===== config.mk =====
export PLATFORM = sky130hd
export DESIGN_NAME = mips_multicycle_ctrl
export DESIGN_NICKNAME = d
export VERILOG_FILES = /design/src/rtl/mips_multicycle_ctrl_pkg.sv /design/src/rtl/mips_multicycle_ctrl_out_decode.sv /design/src/rtl/mips_multicycle_ctrl.sv
export SDC_FILE = /design/constraint.sdc
export NUM_CORES = 1
export LEC_CHECK = 0
export BUFFER_PORTS_ARGS = -buffer_cell sky130_fd_sc_hd__buf_4
export CORE_MARGIN = 2
export CORE_UTILIZATION = 52
export DETAILED_ROUTE_END_ITERATION = 12
export PLACE_DENSITY = 0.8
export SLEW_MARGIN = 25
export SYNTH_ARGS = -nofsm -noshare
export SYNTH_HDL_FRONTEND = slang
export SYNTH_SLANG_ARGS = --single-unit

===== constraint.sdc =====
create_clock -name clk -period 1.8 [get_ports clk]
set_input_delay 0.09 -clock clk [delete_from_list [all_inputs] [get_ports clk]]
set_output_delay 0.09 -clock clk [all_outputs]
set_load 0.02 [all_outputs]

===== src/rtl/mips_multicycle_ctrl_pkg.sv =====
`default_nettype none
// +----------------------------------------------------------------------------+
// | Module : mips_multicycle_ctrl_pkg                                          |
// | Brief  : Shared MIPS control types: ALU operation class, opcodes, control  |
// |          FSM states and the datapath control word.                         |
// | Rev    : 1.0  initial release                                              |
// +----------------------------------------------------------------------------+
package mips_multicycle_ctrl_pkg;

  // Operation class handed to the ALU decoder.
  typedef enum logic [1:0] {
    ADD_Op    = 2'b00,
    SUB_Op    = 2'b01,
    R_Type_Op = 2'b10
  } alu_op_t;

  // Opcodes (instr[31:26]) that the control FSM implements.
  typedef enum logic [5:0] {
    RTYPE_Op = 6'b000000,
    J_Op     = 6'b000010,
    BEQ_Op   = 6'b000100,
    ADDI_Op  = 6'b001000,
    LW_Op    = 6'b100011,
    SW_Op    = 6'b101011
  } opcode_t;

  typedef enum logic [3:0] {
    RESET_S  = 4'd0,
    FETCH_S  = 4'd1,
    DECODE_S = 4'd2,
    MEMADR_S = 4'd3,
    MEMRD_S  = 4'd4,
    MEMWB_S  = 4'd5,
    MEMWR_S  = 4'd6,
    EXEC_S   = 4'd7,
    ALUWB_S  = 4'd8,
    BRANCH_S = 4'd9,
    ADDIEX_S = 4'd10,
    ADDIWB_S = 4'd11,
    JUMP_S   = 4'd12,
    ERR_S    = 4'd13
  } ctrl_state_t;

  // Raw per-state control word; pc_en is formed later from pc_write/branch.
  typedef struct packed {
    logic       pc_write;
    logic       branch;
    logic       i_or_d;
    logic       mem_write;
    logic       ir_write;
    logic       reg_dst;
    logic       mem_to_reg;
    logic       reg_write;
    logic       alu_src_a;
    logic [1:0] alu_src_b;
    logic [1:0] pc_src;
    alu_op_t    alu_op;
  } ctrl_word_t;

  // States that touch memory and may have to wait for it.
  function automatic logic is_wait_state(input ctrl_state_t s);
    return (s == FETCH_S) || (s == MEMRD_S) || (s == MEMWR_S);
  endfunction

endpackage
`default_nettype wire


===== src/rtl/mips_multicycle_ctrl_out_decode.sv =====
`default_nettype none
// +----------------------------------------------------------------------------+
// | Module : mips_ctrl_out_decode                                              |
// | Brief  : Combinational state -> control word table of the multicycle MIPS  |
// |          control FSM. Any field not set for a state is 0.                  |
// | Ports  : i_state  current FSM state                                        |
// |          o_ctrl   decoded control word                                     |
// | Rev    : 1.0  initial release                                              |
// +----------------------------------------------------------------------------+
module mips_ctrl_out_decode
  import mips_multicycle_ctrl_pkg::*;
(
  input  ctrl_state_t i_state,
  output ctrl_word_t  o_ctrl
);

  always_comb begin
    o_ctrl = '0;
    case (i_state)
      FETCH_S: begin
        o_ctrl.ir_write  = 1'b1;
        o_ctrl.alu_src_b = 2'b01;
        o_ctrl.pc_write  = 1'b1;
      end
      DECODE_S: begin
        // Branch target PC+4 + (imm << 2) is precomputed here.
        o_ctrl.alu_src_b = 2'b11;
      end
      MEMADR_S, ADDIEX_S: begin
        o_ctrl.alu_src_a = 1'b1;
        o_ctrl.alu_src_b = 2'b10;
      end
      MEMRD_S: begin
        o_ctrl.i_or_d = 1'b1;
      end
      MEMWB_S: begin
        o_ctrl.mem_to_reg = 1'b1;
        o_ctrl.reg_write  = 1'b1;
      end
      MEMWR_S: begin
        o_ctrl.i_or_d    = 1'b1;
        o_ctrl.mem_write = 1'b1;
      end
      EXEC_S: begin
        o_ctrl.alu_src_a = 1'b1;
        o_ctrl.alu_op    = R_Type_Op;
      end
      ALUWB_S: begin
        o_ctrl.reg_dst   = 1'b1;
        o_ctrl.reg_write = 1'b1;
      end
      BRANCH_S: begin
        o_ctrl.alu_src_a = 1'b1;
        o_ctrl.alu_op    = SUB_Op;
        o_ctrl.pc_src    = 2'b01;
        o_ctrl.branch    = 1'b1;
      end
      ADDIWB_S: begin
        o_ctrl.reg_write = 1'b1;
      end
      JUMP_S: begin
        o_ctrl.pc_src   = 2'b10;
        o_ctrl.pc_write = 1'b1;
      end
      default: ;
    endcase
  end

endmodule
`default_nettype wire


===== src/rtl/mips_multicycle_ctrl.sv =====
`default_nettype none
// +----------------------------------------------------------------------------+
// | Module : mips_multicycle_ctrl                                              |
// | Brief  : Main Moore control FSM of the multicycle MIPS core. Sequences     |
// |          FETCH/DECODE/EXECUTE/MEM/WB steps, drives datapath controls and   |
// |          alu_op, flags illegal opcodes and counts retired instructions.    |
// | Params : ERR_HALT  1: illegal opcode parks the FSM in ERR_S until reset    |
// |                    0: flag it and resume at FETCH_S                        |
// |          CNT_W     width of the retired-instruction counter                |
// | Macro  : MIPS_CTRL_MEM_WAIT_EN  FETCH/MEMRD/MEMWR wait for i_mem_ready     |
// | Ports  : clk, rst_n (async, active low); i_opcode, i_zero, i_mem_ready;    |
// |          o_pc_en .. o_alu_op datapath controls; o_illegal_op sticky flag;  |
// |          o_instr_cnt retired instruction count                             |
// | Rev    : 1.0  initial release                                              |
// +----------------------------------------------------------------------------+
module mips_multicycle_ctrl
  import mips_multicycle_ctrl_pkg::*;
#(
  parameter int ERR_HALT = 1,
  parameter int CNT_W    = 32
) (
  input  logic             clk,
  input  logic             rst_n,
  input  logic [5:0]       i_opcode,
  input  logic             i_zero,
  input  logic             i_mem_ready,
  output logic             o_pc_en,
  output logic             o_i_or_d,
  output logic             o_mem_write,
  output logic             o_ir_write,
  output logic             o_reg_dst,
  output logic             o_mem_to_reg,
  output logic             o_reg_write,
  output logic             o_alu_src_a,
  output logic [1:0]       o_alu_src_b,
  output logic [1:0]       o_pc_src,
  output alu_op_t          o_alu_op,
  output logic             o_illegal_op,
  output logic [CNT_W-1:0] o_instr_cnt
);

  localparam logic [CNT_W-1:0] c_cnt_one = {{(CNT_W-1){1'b0}}, 1'b1};

  ctrl_state_t      r_state;
  logic             r_illegal;
  logic [CNT_W-1:0] r_cnt;
  ctrl_word_t       w_ctrl;
  logic             w_mem_ok;
  logic             w_hold;

`ifdef MIPS_CTRL_MEM_WAIT_EN
  assign w_mem_ok = i_mem_ready;
`else
  logic w_unused_mem_ready;
  assign w_unused_mem_ready = i_mem_ready;
  assign w_mem_ok = 1'b1;
`endif

  // A memory state that has not seen mem_ready is stalled this cycle.
  assign w_hold = is_wait_state(r_state) && !w_mem_ok;

  always_ff @(posedge clk or negedge rst_n) begin
    if (!rst_n) begin
      r_state   <= RESET_S;
      r_illegal <= 1'b0;
      r_cnt     <= '0;
    end else begin
      case (r_state)
        RESET_S:  r_state <= FETCH_S;
        FETCH_S:  if (w_mem_ok) r_state <= DECODE_S;
        DECODE_S: begin
          case (i_opcode)
            LW_Op, SW_Op: r_state <= MEMADR_S;
            RTYPE_Op:     r_state <= EXEC_S;
            BEQ_Op:       r_state <= BRANCH_S;
            ADDI_Op:      r_state <= ADDIEX_S;
            J_Op:         r_state <= JUMP_S;
            default: begin
              r_state   <= ERR_S;
              r_illegal <= 1'b1;
            end
          endcase
        end
        MEMADR_S: r_state <= (i_opcode == LW_Op) ? MEMRD_S : MEMWR_S;
        MEMRD_S:  if (w_mem_ok) r_state <= MEMWB_S;
        MEMWR_S: begin
          if (w_mem_ok) begin
            r_state <= FETCH_S;
            r_cnt   <= r_cnt + c_cnt_one;
          end
        end
        // Final steps of an instruction: retire it on the way back to FETCH.
        MEMWB_S, ALUWB_S, ADDIWB_S, BRANCH_S, JUMP_S: begin
          r_state <= FETCH_S;
          r_cnt   <= r_cnt + c_cnt_one;
        end
        EXEC_S:   r_state <= ALUWB_S;
        ADDIEX_S: r_state <= ADDIWB_S;
        // PC was already bumped in FETCH, so resuming skips the bad word.
        ERR_S:    if (ERR_HALT == 0) r_state <= FETCH_S;
        default:  r_state <= RESET_S;
      endcase
    end
  end

  mips_ctrl_out_decode u_decode (
    .i_state (r_state),
    .o_ctrl  (w_ctrl)
  );

  // Write strobes fire only in the cycle the memory step completes.
  assign o_pc_en      = (w_ctrl.pc_write & ~w_hold) | (w_ctrl.branch & i_zero);
  assign o_ir_write   = w_ctrl.ir_write  & ~w_hold;
  assign o_mem_write  = w_ctrl.mem_write & ~w_hold;
  assign o_i_or_d     = w_ctrl.i_or_d;
  assign o_reg_dst    = w_ctrl.reg_dst;
  assign o_mem_to_reg = w_ctrl.mem_to_reg;
  assign o_reg_write  = w_ctrl.reg_write;
  assign o_alu_src_a  = w_ctrl.alu_src_a;
  assign o_alu_src_b  = w_ctrl.alu_src_b;
  assign o_pc_src     = w_ctrl.pc_src;
  assign o_alu_op     = w_ctrl.alu_op;
  assign o_illegal_op = r_illegal;
  assign o_instr_cnt  = r_cnt;

endmodule
`default_nettype wire


==> results.txt <==
----------------------------------------------------
[Worst setup path]
  Crit end category ... flip-flop
  Required time at the endpoint of the critical path ... between 2 and 2.5 ns
  Worst Reg-to-Reg Cells ... 6
  Largest stage delay, worst path ... about 0.45 ns
  Worst reg-to-reg setup slack ... between 0.07 and 0.08 ns
  Cell-by-cell trace of the critical path ... mux2i_2 -> a22o_4 -> nand4_4 -> buf_4 -> nor2_1 -> xor2_1
  Capturing point of the worst reg2reg path ... o_instr_cnt[16]$_DFFE_PN0P_
  Critical-path maximum fanout ... 8
  Worst Path Class, Setup ... reg -> reg
  Endpoint arrival time on the critical path ... 1.94 ns
  Count of buffer and inverter cells on the critical path ... 1
  Startpoint kind of the worst setup timing path ... flip-flop
  Crit path max-delay family ... flip-flops
  Startpoint of the worst-slack reg-to-reg timing path ... r_state[0]$_DFFE_PN0P_
  Slowest cell on the critical path ... sky130_fd_sc_hd__dfrtp_2

[Yosys]
  Ranking of synthesized cells by area ... sky130_fd_sc_hd__dfrtp_1, sky130_fd_sc_hd__xor2_1, sky130_fd_sc_hd__xnor2_1
  Synth Cell Area ... 1990 um2
  Portion of the post-synthesis area used by sequential elements ... between 40% and 50%
  Net count after synthesis ... 208
  Number of synthesized register bits ... 37
  Mean post-synth cell area ... between 10 and 15 um2
  Ys Warns ... 0
  Gate count after technology mapping ... roughly 200
  Number of enable flip-flop cells after synthesis ... 0
  Flip-flop cell with the highest count after synthesis ... sky130_fd_sc_hd__dfrtp_1
  Top cell type's share of synthesized area ... 46.5%
  Count of unique library cells instantiated by Yosys ... 41
  Post-synthesis cell type with the largest combined area ... sky130_fd_sc_hd__dfrtp_1
  Fraction of registers with async set or reset after synthesis ... 100%

[Die]
  DIE HEIGHT ... 65.9 um
  Core area ... 3660 um2
  Number of rows in the core area ... 22
  X dimension of the die ... 65.9 um
  Initial core utilization ... a little over half
  IO Pins ... 57
  Die Outline Area ... around 4300 um2

[CTS]
  CTS tree ... built
  H-Tree Depth ... 2
  Worst-Skew Late Latency ... 0.29 ns
  Clock root cell ... sky130_fd_sc_hd__clkbuf_8
  Max Root-Sink Buffers ... 2
  CTS sink count ... 37
  TritonCTS Buffers ... 5
  Clock-pin slew on the worst setup and hold paths ... 0.07 ns

[Timing]
  Actual transition at the worst max-transition pin ... 0.459 ns
  Number of setup violations in the final report ... 0
  Max Freq ... 0.578 GHz
  Min Clock Period, post-route ... 1.73 ns
  Setup repair after global routing missed its margin ... true
  Setup slack of the critical path after layout ... 0.0702 ns
  Setup skew after layout ... just over 0.008 ns
  Tcrit/Tclk final ... 96.1%
  Final Hold Fails ... 0
  Max-slew violation count ... 0
  Relative slew margins ... a little over two thirds

[Routing]
  Vias after detailed routing ... 1720
  Detailed Routing Iterations Pass 1 ... 4
  Total wire length ... 4.58 mm
  Number of DRC violations after detailed-routing iteration 0 ... 149
  Vias/cell ... ~5.4
  Number of nets with antenna violations after detailed routing ... 0
  Avg WL per Cell ... 14.3 um
  DRC errors left ... 0

[Global route]
  Via count of the first global-routing pass ... 1639
  Wire length of the first global-routing pass ... 7.62 mm
  Maximum number of pins on one net before global-route repair ... 38
  Overall fraction of global-route tracks in use ... 23.2%
  Total congestion overflow ... 0
  Number of antenna violations at the first check in global routing ... 0

[Hold path]
  Hold endpoint ... r_state[1]$_DFFE_PN0P_
  Class of the tightest hold or removal check ... in -> reg
  Worst hold path depth ... 4
  Launch point of the worst hold path ... i_opcode[4]

[Power]
  Internal power consumption ... 1.81 mW
  Largest voltage drop on the vdd net ... approximately 0.00069 V
  Share of power burned in combinational logic ... a little under half
  Reported net switching power ... 1.22 mW
  Reg power frac ... 35.6%
  Proportion of total power due to net switching ... 40.3%
  PwrDens ... 1140 nW/um2
  Leakage ... around 1.3 nW
  Clock Power Share ... a little under a fifth

[Placed design]
  Count of buffers from port buffering ... 55
  Post-Place Worst Slack ... approximately 0.077 ns
  RD Place Congestion ... 0.798
  Post-detailed-placement half-perimeter wirelength ... around 3.4 mm

[Cells and area]
  Area growth, synth to finish ... 33.9%
  Share of layout cells above drive strength 1 ... 36.5%
  Core utilization of the finished layout ... 72.9%
  Final-stage net count ... 281
  Ant. Diodes ... 0

[Run status]
  Status ... finished clean

[Job]
  Number of maximum-capacitance violations ... 0

----------------------------------------------------
## layer usage
layer | part of all wire, % | global-route usage (%) | routed length [um]
met1 | 43 | 31.8 | 1950
met5 | 0 | 0 | 0
met3 | 4.3 | 4.60 | 198
met2 | 52 | 36.6 | 2360
met4 | 1.3 | 7.81 | 60
## stage by stage
| step | total power, mW | cells | TNS [ns] | area (um2) | hold slack [ns] |
|---|---|---|---|---|---|
| 6_report | 3.03 | 319 | 0 | 2670 | 0.232 |
| 2_1_floorplan | 1.96 | 197 | 0 | 1990 | -0.206 |
| 4_1_cts | 3.01 | 317 | 0 | 2620 | 0.218 |
| 3_3_place_gp | 2.41 | 308 | 0 | 2530 | 0.0729 |
| 5_1_grt | 3.21 | 319 | -0.0240 | 2670 | 0.245 |
| 3_5_place_dp | 2.45 | 308 | 0 | 2530 | 0.0757 |
## worst max-delay path by stage
stage,startpoint,endpoint,depth (start not counted)
after global routing,o_instr_cnt[6]$_DFFE_PN0P_,o_instr_cnt[26]$_DFFE_PN0P_,5
after global placement,r_state[0]$_DFFE_PN0P_,o_instr_cnt[28]$_DFFE_PN0P_,5
after floorplan,o_instr_cnt[3]$_DFFE_PN0P_,o_instr_cnt[28]$_DFFE_PN0P_,5
after detailed placement,r_state[1]$_DFFE_PN0P_,o_instr_cnt[28]$_DFFE_PN0P_,5
after CTS,r_state[1]$_DFFE_PN0P_,o_alu_src_b[0],6
final,r_state[0]$_DFFE_PN0P_,o_instr_cnt[16]$_DFFE_PN0P_,6
## final cells by class
| class | instances | area, um2 |
|---|---|---|
| clock buffers | 6 | 72.6 |
| clock inverters | 2 | 10.0 |
| fillers | 287 | 992 |
| inverters | 8 | 30.0 |
| multi-input cells | 147 | 1030 |
| flip-flops and latches | 37 | 928 |
| well taps | 48 | 60.1 |
| repair buffers | 71 | 536 |
## synthesized netlist by cell type (2+ instances only)
cell type / count
sky130_fd_sc_hd__a211oi_1: 2
sky130_fd_sc_hd__a21oi_1: 5
sky130_fd_sc_hd__and3_1: 6
sky130_fd_sc_hd__and3_2: 2
sky130_fd_sc_hd__buf_6: 2
sky130_fd_sc_hd__dfrtp_1: 37
sky130_fd_sc_hd__inv_1: 8
sky130_fd_sc_hd__nand2_1: 14
sky130_fd_sc_hd__nand3_1: 12
sky130_fd_sc_hd__nand3_2: 4
sky130_fd_sc_hd__nand4_1: 5
sky130_fd_sc_hd__nor2_1: 18
sky130_fd_sc_hd__nor3_1: 14
sky130_fd_sc_hd__nor3b_1: 2
sky130_fd_sc_hd__nor4_1: 2
sky130_fd_sc_hd__o21ai_0: 3
sky130_fd_sc_hd__o21bai_1: 2
sky130_fd_sc_hd__or3_1: 2
sky130_fd_sc_hd__or4_1: 3
sky130_fd_sc_hd__xnor2_1: 16
sky130_fd_sc_hd__xor2_1: 18
## worst min-delay path, stage by stage
cell and delay [ns]:
sky130_fd_sc_hd__buf_4 0.10, sky130_fd_sc_hd__or4_1 0.09, sky130_fd_sc_hd__o21ai_0 0.07, sky130_fd_sc_hd__a21oi_1 0.12
## placed cells by master, fill, tap and decap left out, types with 4 or more instances in the layout
cell	Yosys	routed
sky130_fd_sc_hd__dfrtp_1	37	35
sky130_fd_sc_hd__a21oi_1	5	5
sky130_fd_sc_hd__clkbuf_8	0	5
sky130_fd_sc_hd__nand3_1	12	12
sky130_fd_sc_hd__nand4_1	5	5
sky130_fd_sc_hd__nor2_1	18	18
sky130_fd_sc_hd__xnor2_1	16	16
sky130_fd_sc_hd__inv_1	8	8
sky130_fd_sc_hd__buf_4	1	70
sky130_fd_sc_hd__and3_1	6	6
sky130_fd_sc_hd__nand2_1	14	14
sky130_fd_sc_hd__nor3_1	14	11
sky130_fd_sc_hd__xor2_1	18	18
sky130_fd_sc_hd__nand3_2	4	4
## cells by family after synthesis
kind of cell	count (synthesis)	share of synthesized area, %
buffers and inverters	13	3.39
multiplexers	1	0.690
XOR/XNOR	35	15.8
AO/OA/AOI/OAI	19	7.09
flip-flops	37	46.5
AND/OR/NAND/NOR	91	26.0
adder cells (fa/ha/maj)	1	0.628
## registers in the layout, summed over array words and instances (netlist names)
register / flops
o_instr_cnt: 32
r_state: 4
o_illegal_op: 1
## power by group through the flow
stage,Combinational (mW),Clock [mW],Sequential (mW)
floorplan,0.828,0,1.13
global placement,1.35,0,1.06
detailed placement,1.37,0,1.08
CTS,1.38,0.572,1.06
global route,1.51,0.608,1.10
finish,1.40,0.556,1.08
## timing repair
action                                  CTS  global route
endpoints found under the setup margin    0             8
hold endpoints to repair                 37             0
setup buffers                             0             2
hold buffers                              1             0
gates resized for setup                   0             8
Note: power is estimated with default switching activity, not from simulation.
